`config.mk`:
```
export PLATFORM = sky130hd
export DESIGN_NAME = event_encoder_16_4_flat
export DESIGN_NICKNAME = d
export VERILOG_FILES = /design/src/rtl/event_encoder_16_4_pkg.sv /design/src/rtl/event_encoder_16_4_if.sv /design/src/rtl/event_encoder_16_4_sync_edge_det.sv /design/src/rtl/event_encoder_16_4.sv /design/src/flat_wrapper.sv
export SDC_FILE = /design/constraint.sdc
export NUM_CORES = 1
export LEC_CHECK = 0
export ABC_AREA = 0
export BUFFER_PORTS_ARGS = -buffer_cell sky130_fd_sc_hd__buf_2
export CAP_MARGIN = 20
export CORE_MARGIN = 4
export CORE_UTILIZATION = 55
export DETAILED_ROUTE_END_ITERATION = 10
export PLACE_DENSITY = 0.78
export SLEW_MARGIN = 25
export SYNTH_ARGS = -nofsm -noshare
export SYNTH_HDL_FRONTEND = slang
export SYNTH_HIERARCHICAL = 1
export SYNTH_SLANG_ARGS = --single-unit
```
`constraint.sdc`:
```
create_clock -name clk -period 3.2 [get_ports clk]
set_input_delay 0.32 -clock clk [delete_from_list [all_inputs] [get_ports clk]]
set_output_delay 0.32 -clock clk [all_outputs]
set_load 0.01 [all_outputs]
```
`src/rtl/event_encoder_16_4_pkg.sv`:
```
// Shared types, sizes and priority pick for the 16-line event encoder.
// Imported by the interface and the encoder top.
package event_encoder_16_4_pkg;

  localparam int N_LINES = 16;
  localparam int CODE_W  = 4;

  localparam logic [CODE_W-1:0] Q_RST = '0;

  // Later hits overwrite earlier ones, so scan order sets the winner.
  function automatic logic [CODE_W-1:0] prio_pick16(
    input logic [N_LINES-1:0] vec,
    input logic               high_first
  );
    logic [CODE_W-1:0] code;
    code = Q_RST;
    for (int i = 0; i < N_LINES; i++) begin
      if (high_first) begin
        if (vec[i])
          code = CODE_W'(i);
      end else begin
        if (vec[N_LINES-1-i])
          code = CODE_W'(N_LINES-1-i);
      end
    end
    return code;
  endfunction

endpackage

```
`src/rtl/event_encoder_16_4_if.sv`:
```
// Valid/ready output channel carrying one 4-bit event code.
// master drives the code, slave accepts it.
interface event_encoder_16_4_if;
  import event_encoder_16_4_pkg::*;

  logic [CODE_W-1:0] Q;
  logic              VALID;
  logic              READY;

  modport master (
    output Q,
    output VALID,
    input  READY
  );

  modport slave (
    input  Q,
    input  VALID,
    output READY
  );

endinterface

```
`src/rtl/event_encoder_16_4_sync_edge_det.sv`:
```
// Multi-flop synchronizer followed by a rising-edge detector.
// Usable for any bundle of asynchronous board inputs.
module sync_edge_det #(
  parameter int WIDTH  = 16,
  parameter int STAGES = 2
) (
  input  logic             clk,
  input  logic             rst_n,
  input  logic [WIDTH-1:0] din,
  output logic [WIDTH-1:0] rise
);

  logic [STAGES-1:0][WIDTH-1:0] sync;
  logic [WIDTH-1:0]             s_d;

  always_ff @(posedge clk or negedge rst_n) begin
    if (!rst_n) begin
      sync <= '0;
      s_d  <= '0;
    end else begin
      sync <= {sync[STAGES-2:0], din};
      s_d  <= sync[STAGES-1];
    end
  end

  // Zero reset means a line high at release yields one edge.
  assign rise = sync[STAGES-1] & ~s_d;

endmodule

```
`src/rtl/event_encoder_16_4.sv`:
```
// Captures rising edges on 16 request lines and drains them
// one per handshake as a 4-bit index code, in fixed priority.
module event_encoder_16_4
  import event_encoder_16_4_pkg::*;
#(
  parameter int SYNC_STAGES = 2,
  parameter bit HIGH_FIRST  = 1'b1
) (
  input  logic               clk,
  input  logic               rst_n,
  input  logic               EN,
  input  logic [N_LINES-1:0] REQ,
  event_encoder_16_4_if.master evt,
  output logic [N_LINES-1:0] PEND,
  output logic               OVF,
  input  logic               OVF_CLR
);

  logic [N_LINES-1:0] rise;
  logic [N_LINES-1:0] set;
  logic [N_LINES-1:0] clr;
  logic [CODE_W-1:0]  pick;
  logic               load;
  logic               any;

  sync_edge_det #(
    .WIDTH  (N_LINES),
    .STAGES (SYNC_STAGES)
  ) u_sync (
    .clk   (clk),
    .rst_n (rst_n),
    .din   (REQ),
    .rise  (rise)
  );

  assign set  = rise & {N_LINES{EN}};
  assign any  = |PEND;
  assign pick = prio_pick16(PEND, HIGH_FIRST);
  assign load = !evt.VALID || evt.READY;

  always_comb begin
    clr = '0;
    if (load && any)
      clr[pick] = 1'b1;
  end

  always_ff @(posedge clk or negedge rst_n) begin
    if (!rst_n) begin
      PEND      <= '0;
      OVF       <= 1'b0;
      evt.VALID <= 1'b0;
      evt.Q     <= Q_RST;
    end else begin
      // Set after clear: a fresh edge on the line being loaded survives.
      PEND <= (PEND & ~clr) | set;
      if (|(set & PEND & ~clr))
        OVF <= 1'b1;
      else if (OVF_CLR)
        OVF <= 1'b0;
      if (load) begin
        evt.VALID <= any;
        if (any)
          evt.Q <= pick;
      end
    end
  end

endmodule

```
`src/flat_wrapper.sv`:
```
// flat-port wrapper written by rule: the top's interface ports become plain ports
module event_encoder_16_4_flat import event_encoder_16_4_pkg::*;
#(
  parameter int SYNC_STAGES = 2,
  parameter bit HIGH_FIRST  = 1'b1
)
  (clk, rst_n, EN, REQ, PEND, OVF, OVF_CLR, evt_Q, evt_VALID, evt_READY);
  event_encoder_16_4_if evt_i ();
  input  logic clk;
  input  logic rst_n;
  input  logic EN;
  input  logic [N_LINES-1:0] REQ;
  output logic [N_LINES-1:0] PEND;
  output logic OVF;
  input  logic OVF_CLR;
  output wire logic [$bits(evt_i.Q)-1:0] evt_Q;
  output wire logic [$bits(evt_i.VALID)-1:0] evt_VALID;
  input wire logic [$bits(evt_i.READY)-1:0] evt_READY;
  assign evt_Q = evt_i.Q;
  assign evt_VALID = evt_i.VALID;
  assign evt_i.READY = evt_READY;
  event_encoder_16_4 #(.SYNC_STAGES(SYNC_STAGES), .HIGH_FIRST(HIGH_FIRST)) u_core (.clk(clk), .rst_n(rst_n), .EN(EN), .REQ(REQ), .evt(evt_i), .PEND(PEND), .OVF(OVF), .OVF_CLR(OVF_CLR));
endmodule
```
==> results of run 1 <==
[kinds of logic after synthesis]
family | count (synthesis)
AOI/OAI and AO/OA | 48
buffers and inverters | 14
DFF | 70
and+or+nand+nor | 88
[sequential cells by signal, indices dropped and copies added (netlist names)]
register	count
u_core/OVF	1
u_core/u_sync/sync	32
u_core/PEND	16
u_core/evt.VALID	1
u_core/evt.Q	4
u_core/u_sync/s_d	16
[layer usage]
metal | vias up | global-route usage (%) | share of wire [%]
li1 | 881 | - | -
met1 | 919 | 27.7 | 44
met2 | 68 | 33.2 | 47
met3 | 8 | 7.82 | 7.5
met4 | 0 | 6.36 | 1.2
met5 | - | 0 | 0
[final cells by class]
cell class                      instances  area (sq um)  area share, %
Clock inverter                          6           116           3.52
Inverter                                7          26.3          0.794
Multi-Input combinational cell        136           957           28.9
Sequential cell                        70          1750           53.0
Tap cell                               67          83.8           2.53
Clock buffer                           10           138           4.16
Timing Repair Buffer                   45           235           7.11
[worst max-delay path: stages, from the launching register on]
cell,delay (ns)
dfrtp_1,0.59
nor4_1,0.16
a41oi_1,0.64
o211ai_1,0.32
o211ai_1,0.26
nand4_1,0.14
a2111oi_2,0.36
a31oi_1,0.13
[through the flow]
step / util [%] / total power, uW / setup WS (ns) / instance area (sq um) / hold slack, ns
floorplan: - / 1330 / 0.811 / 2800 / 0.0244
global placement: 63.2 / 1470 / 0.619 / 3040 / 0.195
detailed placement: 63.2 / 1470 / 0.559 / 3040 / 0.193
CTS: 68.7 / 2360 / 0.545 / 3310 / 0.0484
global route: 68.7 / 2460 / 0.225 / 3310 / 0.0427
finish: 68.7 / 2340 / 0.474 / 3310 / 0.0693
[how the worst min path moves through the flow]
stage | slack, ns | start | cells after the start | to
floorplan | 0.02 | rst_n | 0 | u_core/OVF$_DFFE_PN0P_
global placement | 0.19 | rst_n | 1 | u_core/u_sync/sync[2]$_DFF_PN0_
detailed placement | 0.19 | rst_n | 1 | u_core/u_sync/sync[18]$_DFF_PN0_
CTS | 0.05 | REQ[6] | 1 | u_core/u_sync/sync[6]$_DFF_PN0_
global route | 0.04 | REQ[6] | 1 | u_core/u_sync/sync[6]$_DFF_PN0_
finish | 0.07 | REQ[6] | 1 | u_core/u_sync/sync[6]$_DFF_PN0_
[cell usage in the layout, fill, tap and decap left out, types with 3 or more instances in the layout]
cell | synthesis | layout
nand2_1 | 34 | 34
inv_1 | 7 | 7
bufinv_16 | 0 | 3
nor4_1 | 5 | 5
nor2b_4 | 16 | 16
dfrtp_1 | 70 | 70
o211ai_1 | 4 | 4
a31oi_1 | 4 | 4
nand3_1 | 3 | 3
buf_2 | 1 | 42
nor2_1 | 15 | 15
o31ai_1 | 7 | 7
clkbuf_8 | 0 | 10
o21ai_0 | 10 | 10
[power by group]
group / leakage [uW] / switching [uW] / internal, uW
combinational: 0.000582 / 226 / 154
sequential: 0.000780 / 114 / 963
clock: 0.000127 / 334 / 546
total: 0.00149 / 674 / 1660
[timing repair]
action	in CTS	in global routing
endpoints found under the hold margin	10	0
hold buffers	1	0
buffers inserted	0	0
==> results.sh, run 1 <==
export IMPL_synth_top_cell_area_share_pct=62.6
export IMPL_clkLatencyLatePin_ns=0.35
export IMPL_fillers=363
export IMPL_place_congestion=0.939
export IMPL_status="complete, no violations"
export IMPL_finalHoldViolations=0
export IMPL_r2r_start="u_core/PEND[13]$_DFF_PN0_"
export IMPL_synthAdderAreaFrac_pct=0
export IMPL_track_usage_pct=21.2
export IMPL_syn_avg_cell_area_sq_um=12.7
export IMPL_ant_nets=0
export IMPL_ys_ff_latch=70
export IMPL_cts_clk_slew_worst_paths_ns=0.08
export IMPL_area_growth_pct=18.3
export IMPL_startpoint="u_core/PEND[13]$_DFF_PN0_"
export IMPL_muxShareOfSynthArea_pct=0
export IMPL_grt_max_degree=38
export IMPL_ioPinCount=43
export IMPL_synthSimpleGateAreaFrac_pct=21.3
export IMPL_drc=0
export IMPL_antenna_found_initial=0
export IMPL_synth_xor_area_share_pct=0
export IMPL_first_iter_violations=175
export IMPL_wl_per_cell_um=17.2
export IMPL_portBuffers=42
export IMPL_grt_pass1_vias=1900
export IMPL_cts_max_path_buffers=2
export IMPL_core_area_sq_um=4820
export IMPL_endpoint="u_core/OVF$_DFFE_PN0P_"
export IMPL_cts_tree="done"
export IMPL_rows=25
export IMPL_max_freq_mhz=367
export IMPL_synth_edf_count=0
export IMPL_post_route_period_util_pct=85.2
export IMPL_r2r_end="u_core/OVF$_DFFE_PN0P_"
export IMPL_nNetsFinal=290
export IMPL_num_antenna_cells=0
export IMPL_cp_start_kind="register"
export IMPL_period_minus_slack_ns=2.73
export IMPL_path_class="reg -> reg"
export IMPL_root_buffer="clkbuf_8"
export IMPL_worstHoldPathType="in -> reg"
export IMPL_p_leak_uw=0.00149
export IMPL_htreeDepth=3
export IMPL_crit_fanout=13
export IMPL_synth_warnings=6
export IMPL_worstMarginPinSlew_ns=0.692
export IMPL_grt_pass1_wl_mm=9.69
export IMPL_ir_worst_vdd_mv=0.585
export IMPL_cts_resized=0
export IMPL_gr_total_overflow=0
export IMPL_synthCells=220
export IMPL_initial_utilization_pct=58.1
export IMPL_synth_top_area_cell="dfrtp_1"
export IMPL_ys_top_cells_by_count="70 x dfrtp_1, 34 x nand2_1, 16 x nor2b_4, 15 x nor2_1, 10 x o21ai_0"
export IMPL_synth_area_sq_um=2800
export IMPL_final_cells=341
export IMPL_routed_via_count=1876
export IMPL_drt_wl_total_mm=5.88
export IMPL_die_w_um=79.3
export IMPL_numCtsBuffers=9
export IMPL_r2r_cells=7
export IMPL_maxCapViolCount=0
export IMPL_drive_gt1_share_pct=31.8
export IMPL_syn_nets=241
export IMPL_cts_sinks=70
export IMPL_synth_compound_area_share_pct=12.9
export IMPL_hpwl_mm=4.28
export IMPL_drv_slew=0
export IMPL_relSlewSlack_pct=53.3
export IMPL_synth_cell_types=45
export IMPL_r2r_slack_ns=0.47
export IMPL_ys_async_sr_fraction_pct=100
export IMPL_place_inst=324
export IMPL_ys_flop_type="dfrtp_1"
export IMPL_setup_worst_path_end_class="register"
export IMPL_cp_arrival_ns=2.95
export IMPL_vias_per_cell=5.50
export IMPL_yosysMostFrequentCell="dfrtp_1"
export IMPL_tns_ns=0
export IMPL_dr_pass1_iters=4
export IMPL_synth_top_family_by_area="simple AND/OR/NAND/NOR gates"
export IMPL_fin_worst_skew_ns=0.0144
export IMPL_synthTopCellsByArea="dfrtp_1 63%, nor2b_4 7.9%, nand2_1 4.6%, nor2_1 2.0%, o31ai_1 1.9%"
export IMPL_power_density_nw_per_um2=706
export IMPL_required_ns=3.42
export IMPL_die_h_um=79.3
export IMPL_die_area_sq_um=6290
export IMPL_setup_viol=0
export IMPL_rsz0062_at_grt="no"
export IMPL_synth_seq_area_share_pct=62.6
No activity file was read; power rests on OpenSTA's default activity.
==> inputs of run 2 (changes only) <==
--- a/config.mk
+++ b/config.mk
@@ -5,7 +5,7 @@
 export SDC_FILE = /design/constraint.sdc
 export NUM_CORES = 1
 export LEC_CHECK = 0
-export ABC_AREA = 0
+export ABC_AREA = 1
 export BUFFER_PORTS_ARGS = -buffer_cell sky130_fd_sc_hd__buf_2
 export CAP_MARGIN = 20
 export CORE_MARGIN = 4
==> run 2 against run 1 <==
- cell count rose by 18%
- core utilization is 0.91 points lower
- worst hold slack improved by 0.0017 ns
- register-to-register slack improved by 0.74 ns
- die area decreased by 2.4%
- sequential share of layout area grew 1.4 points
- via count increased by 0.16%
- power is 6.4% lower
- wire length shrank 8.8%
- combinational power grew 17%
- final area down 2.6%
- critical endpoint unchanged
==> results.sh, run 2 <==
export IMPL_synth_seq_area_share_pct=64.3
export IMPL_place_congestion=0.864
export IMPL_cts_max_path_buffers=2
export IMPL_ys_flop_type="dfrtp_1"
export IMPL_dr_pass1_iters=4
export IMPL_finalWorstSetupSlack_ns=1.22
export IMPL_status="complete, no violations"
export IMPL_max_freq_mhz=504
export IMPL_first_iter_violations=120
export IMPL_synth_warnings=6
export IMPL_path_class="reg -> reg"
export IMPL_clkLatencyLatePin_ns=0.35
export IMPL_place_inst=384
export IMPL_synth_cell_types=22
export IMPL_largest_reg_flops=32
export IMPL_ant_nets=0
export IMPL_place_ws_ns=1.21
export IMPL_setup_viol=0
export IMPL_worstHoldPathType="in -> reg"
export IMPL_max_stage_delay_ns=0.43
export IMPL_relSlewSlack_pct=60.8
export IMPL_grt_pass1_wl_mm=9.34
export IMPL_rows=25
export IMPL_cts_clk_slew_worst_paths_ns=0.08
export IMPL_die_w_um=78.4
export IMPL_nNetsFinal=350
export IMPL_synthTopCellsByArea="dfrtp_1 64%, nand2_1 11%, inv_1 5.0%, nor2_2 4.8%, nand3_1 2.6%"
export IMPL_portBuffers=42
export IMPL_finalHoldViolations=0
export IMPL_gr_total_overflow=0
export IMPL_fin_worst_skew_ns=0.00836
export IMPL_cts_tree="done"
export IMPL_cp_num_buf_inv=1
export IMPL_final_cells=401
export IMPL_drv_slew=0
export IMPL_maxCapViolCount=0
export IMPL_area_growth_pct=18.3
export IMPL_core_area_sq_um=4750
export IMPL_cp_arrival_ns=2.22
export IMPL_cp_start_kind="register"
export IMPL_crit_fanout=5
export IMPL_muxShareOfSynthArea_pct=0
export IMPL_root_buffer="clkbuf_8"
export IMPL_crit_top_cell="nand2_1"
export IMPL_ys_top_cells_by_count="78 x nand2_1, 70 x dfrtp_1, 36 x inv_1, 21 x nor2_2, 17 x nor2_1"
export IMPL_synth_xor_area_share_pct=0
export IMPL_synthAdderAreaFrac_pct=0
export IMPL_ys_ff_latch=70
export IMPL_required_ns=3.44
export IMPL_drive_gt1_share_pct=30.5
export IMPL_die_h_um=78.4
export IMPL_synth_top_cell_area_share_pct=64.3
export IMPL_numCtsBuffers=9
export IMPL_syn_avg_cell_area_sq_um=9.86
export IMPL_p_leak_uw=0.00168
export IMPL_synth_top_area_cell="dfrtp_1"
export IMPL_synth_top_family_by_area="simple AND/OR/NAND/NOR gates"
export IMPL_ir_worst_vdd_mv=0.410
export IMPL_cp_top_family="simple AND/OR/NAND/NOR gates"
export IMPL_rsz0062_at_grt="no"
export IMPL_initial_utilization_pct=57.3
export IMPL_biggestRegsByFlops="u_core/u_sync/sync x32, u_core/PEND x16, u_core/u_sync/s_d x16"
export IMPL_synthCells=276
export IMPL_post_cts_buffers=0
export IMPL_synthSimpleGateAreaFrac_pct=27.8
export IMPL_synth_area_sq_um=2720
export IMPL_final_util_pct=67.8
export IMPL_routed_via_count=1879
export IMPL_htreeDepth=3
export IMPL_drt_wl_total_mm=5.36
export IMPL_setup_worst_path_end_class="register"
export IMPL_period_minus_slack_ns=1.98
export IMPL_num_antenna_cells=0
export IMPL_ys_async_sr_fraction_pct=100
export IMPL_layout_common_cells="78 x nand2_1, 70 x dfrtp_1, 42 x buf_2, 36 x inv_1, 21 x nor2_2"
export IMPL_yosysMostFrequentCell="nand2_1"
export IMPL_antenna_found_initial=0
export IMPL_grt_pass1_vias=1970
export IMPL_track_usage_pct=20.6
export IMPL_power_density_nw_per_um2=679
export IMPL_cp_slowest_cell="dfrtp_1"
export IMPL_synth_compound_area_share_pct=1.75
export IMPL_die_area_sq_um=6140
export IMPL_drc=0
export IMPL_grt_max_degree=46
export IMPL_cts_sinks=70
export IMPL_worstMarginPinSlew_ns=0.588
export IMPL_final_common_cell="nand2_1"
export IMPL_synth_edf_count=0
export IMPL_cp_cell_sequence="inv_1 > nand2_1 > nand2_1 > nand2_1 > nand2_1 > nand2_1 > nand2_1 > nand2_1 > nand2_1 > nand2_1 > nand2_2 > nand2_4 > nand2_2 > nand2_2 > nand2_2 > nand3_1 > nand3b_1 > nand2_1 > nor2_1 > nand2_1"
export IMPL_wl_per_cell_um=13.4
export IMPL_ioPinCount=43
export IMPL_vias_per_cell=4.69
export IMPL_hpwl_mm=3.91
export IMPL_post_route_period_util_pct=62.0
export IMPL_largest_register="u_core/u_sync/sync"
export IMPL_tns_ns=0
export IMPL_syn_nets=297
[run 2: cell count changes after synthesis, sizes merged, moves of 4 or more]
cell,change
nand2,+55
inv,+35
nor2,+25
nor2b,-16
nand3,+12
o31ai,-7
buf,-6
nand4,+6
nor4,-6
o21ai,-5
o211ai,-4
[run 2: routing by layer]
metal | wire [um] | GRT usage, % | share of wire, %
met5 | 0 | 0 | 0
met2 | 2620 | 33.6 | 49
met3 | 289 | 6.42 | 5.4
met1 | 2280 | 24.5 | 42
met4 | 172 | 11.0 | 3.2
[run 2: timing repair]
action / 4_1_cts / 5_1_grt
resized for setup: 0 / 0
hold buffers: 1 / 0
hold endpoints to repair: 25 / 0
[run 2: metrics by stage]
stage / total power, uW / hold WS [ns] / instance area, sq um
2_1_floorplan: 1340 / 0.0244 / 2720
3_3_place_gp: 1500 / 0.332 / 3020
3_5_place_dp: 1510 / 0.335 / 3020
4_1_cts: 2220 / 0.0607 / 3220
5_1_grt: 2330 / 0.0459 / 3220
6_report: 2190 / 0.0710 / 3220
[run 2: final cells by class]
class | count | area [sq um]
flip-flops and latches | 70 | 1750
fillers | 416 | 1530
multi-input cells | 162 | 803
repair buffers | 44 | 228
inverters | 42 | 160
clock buffers | 9 | 124
well taps | 67 | 83.8
clock inverters | 7 | 71.3
[run 2: power by group]
group / switching [uW] / total [uW] / internal (uW)
Combinational: 299 / 446 / 147
Sequential: 66.6 / 1040 / 972
Clock: 341 / 703 / 362
[run 2: cell families (layout without fill, tap and decap cells)]
group	count (synthesis)	in the layout
simple gates	154	154
flops	70	70
buf+inv	44	102
compound gates	8	8
[run 2: path summary, 6_finish.rpt]
path	from	to	slack (ns)	depth (start not counted)
max reg2reg	u_core/PEND[2]$_DFF_PN0_	u_core/OVF$_DFFE_PN0P_	1.22	20
min	REQ[2]	u_core/u_sync/sync[2]$_DFF_PN0_	0.07	1
min in group asynchronous	rst_n	u_core/u_sync/s_d[5]$_DFF_PN0_	0.51	2
max in group asynchronous	rst_n	u_core/u_sync/sync[17]$_DFF_PN0_	1.74	3
min reg2reg	u_core/u_sync/sync[14]$_DFF_PN0_	u_core/u_sync/sync[30]$_DFF_PN0_	0.35	0
max	u_core/PEND[2]$_DFF_PN0_	u_core/OVF$_DFFE_PN0P_	1.22	20
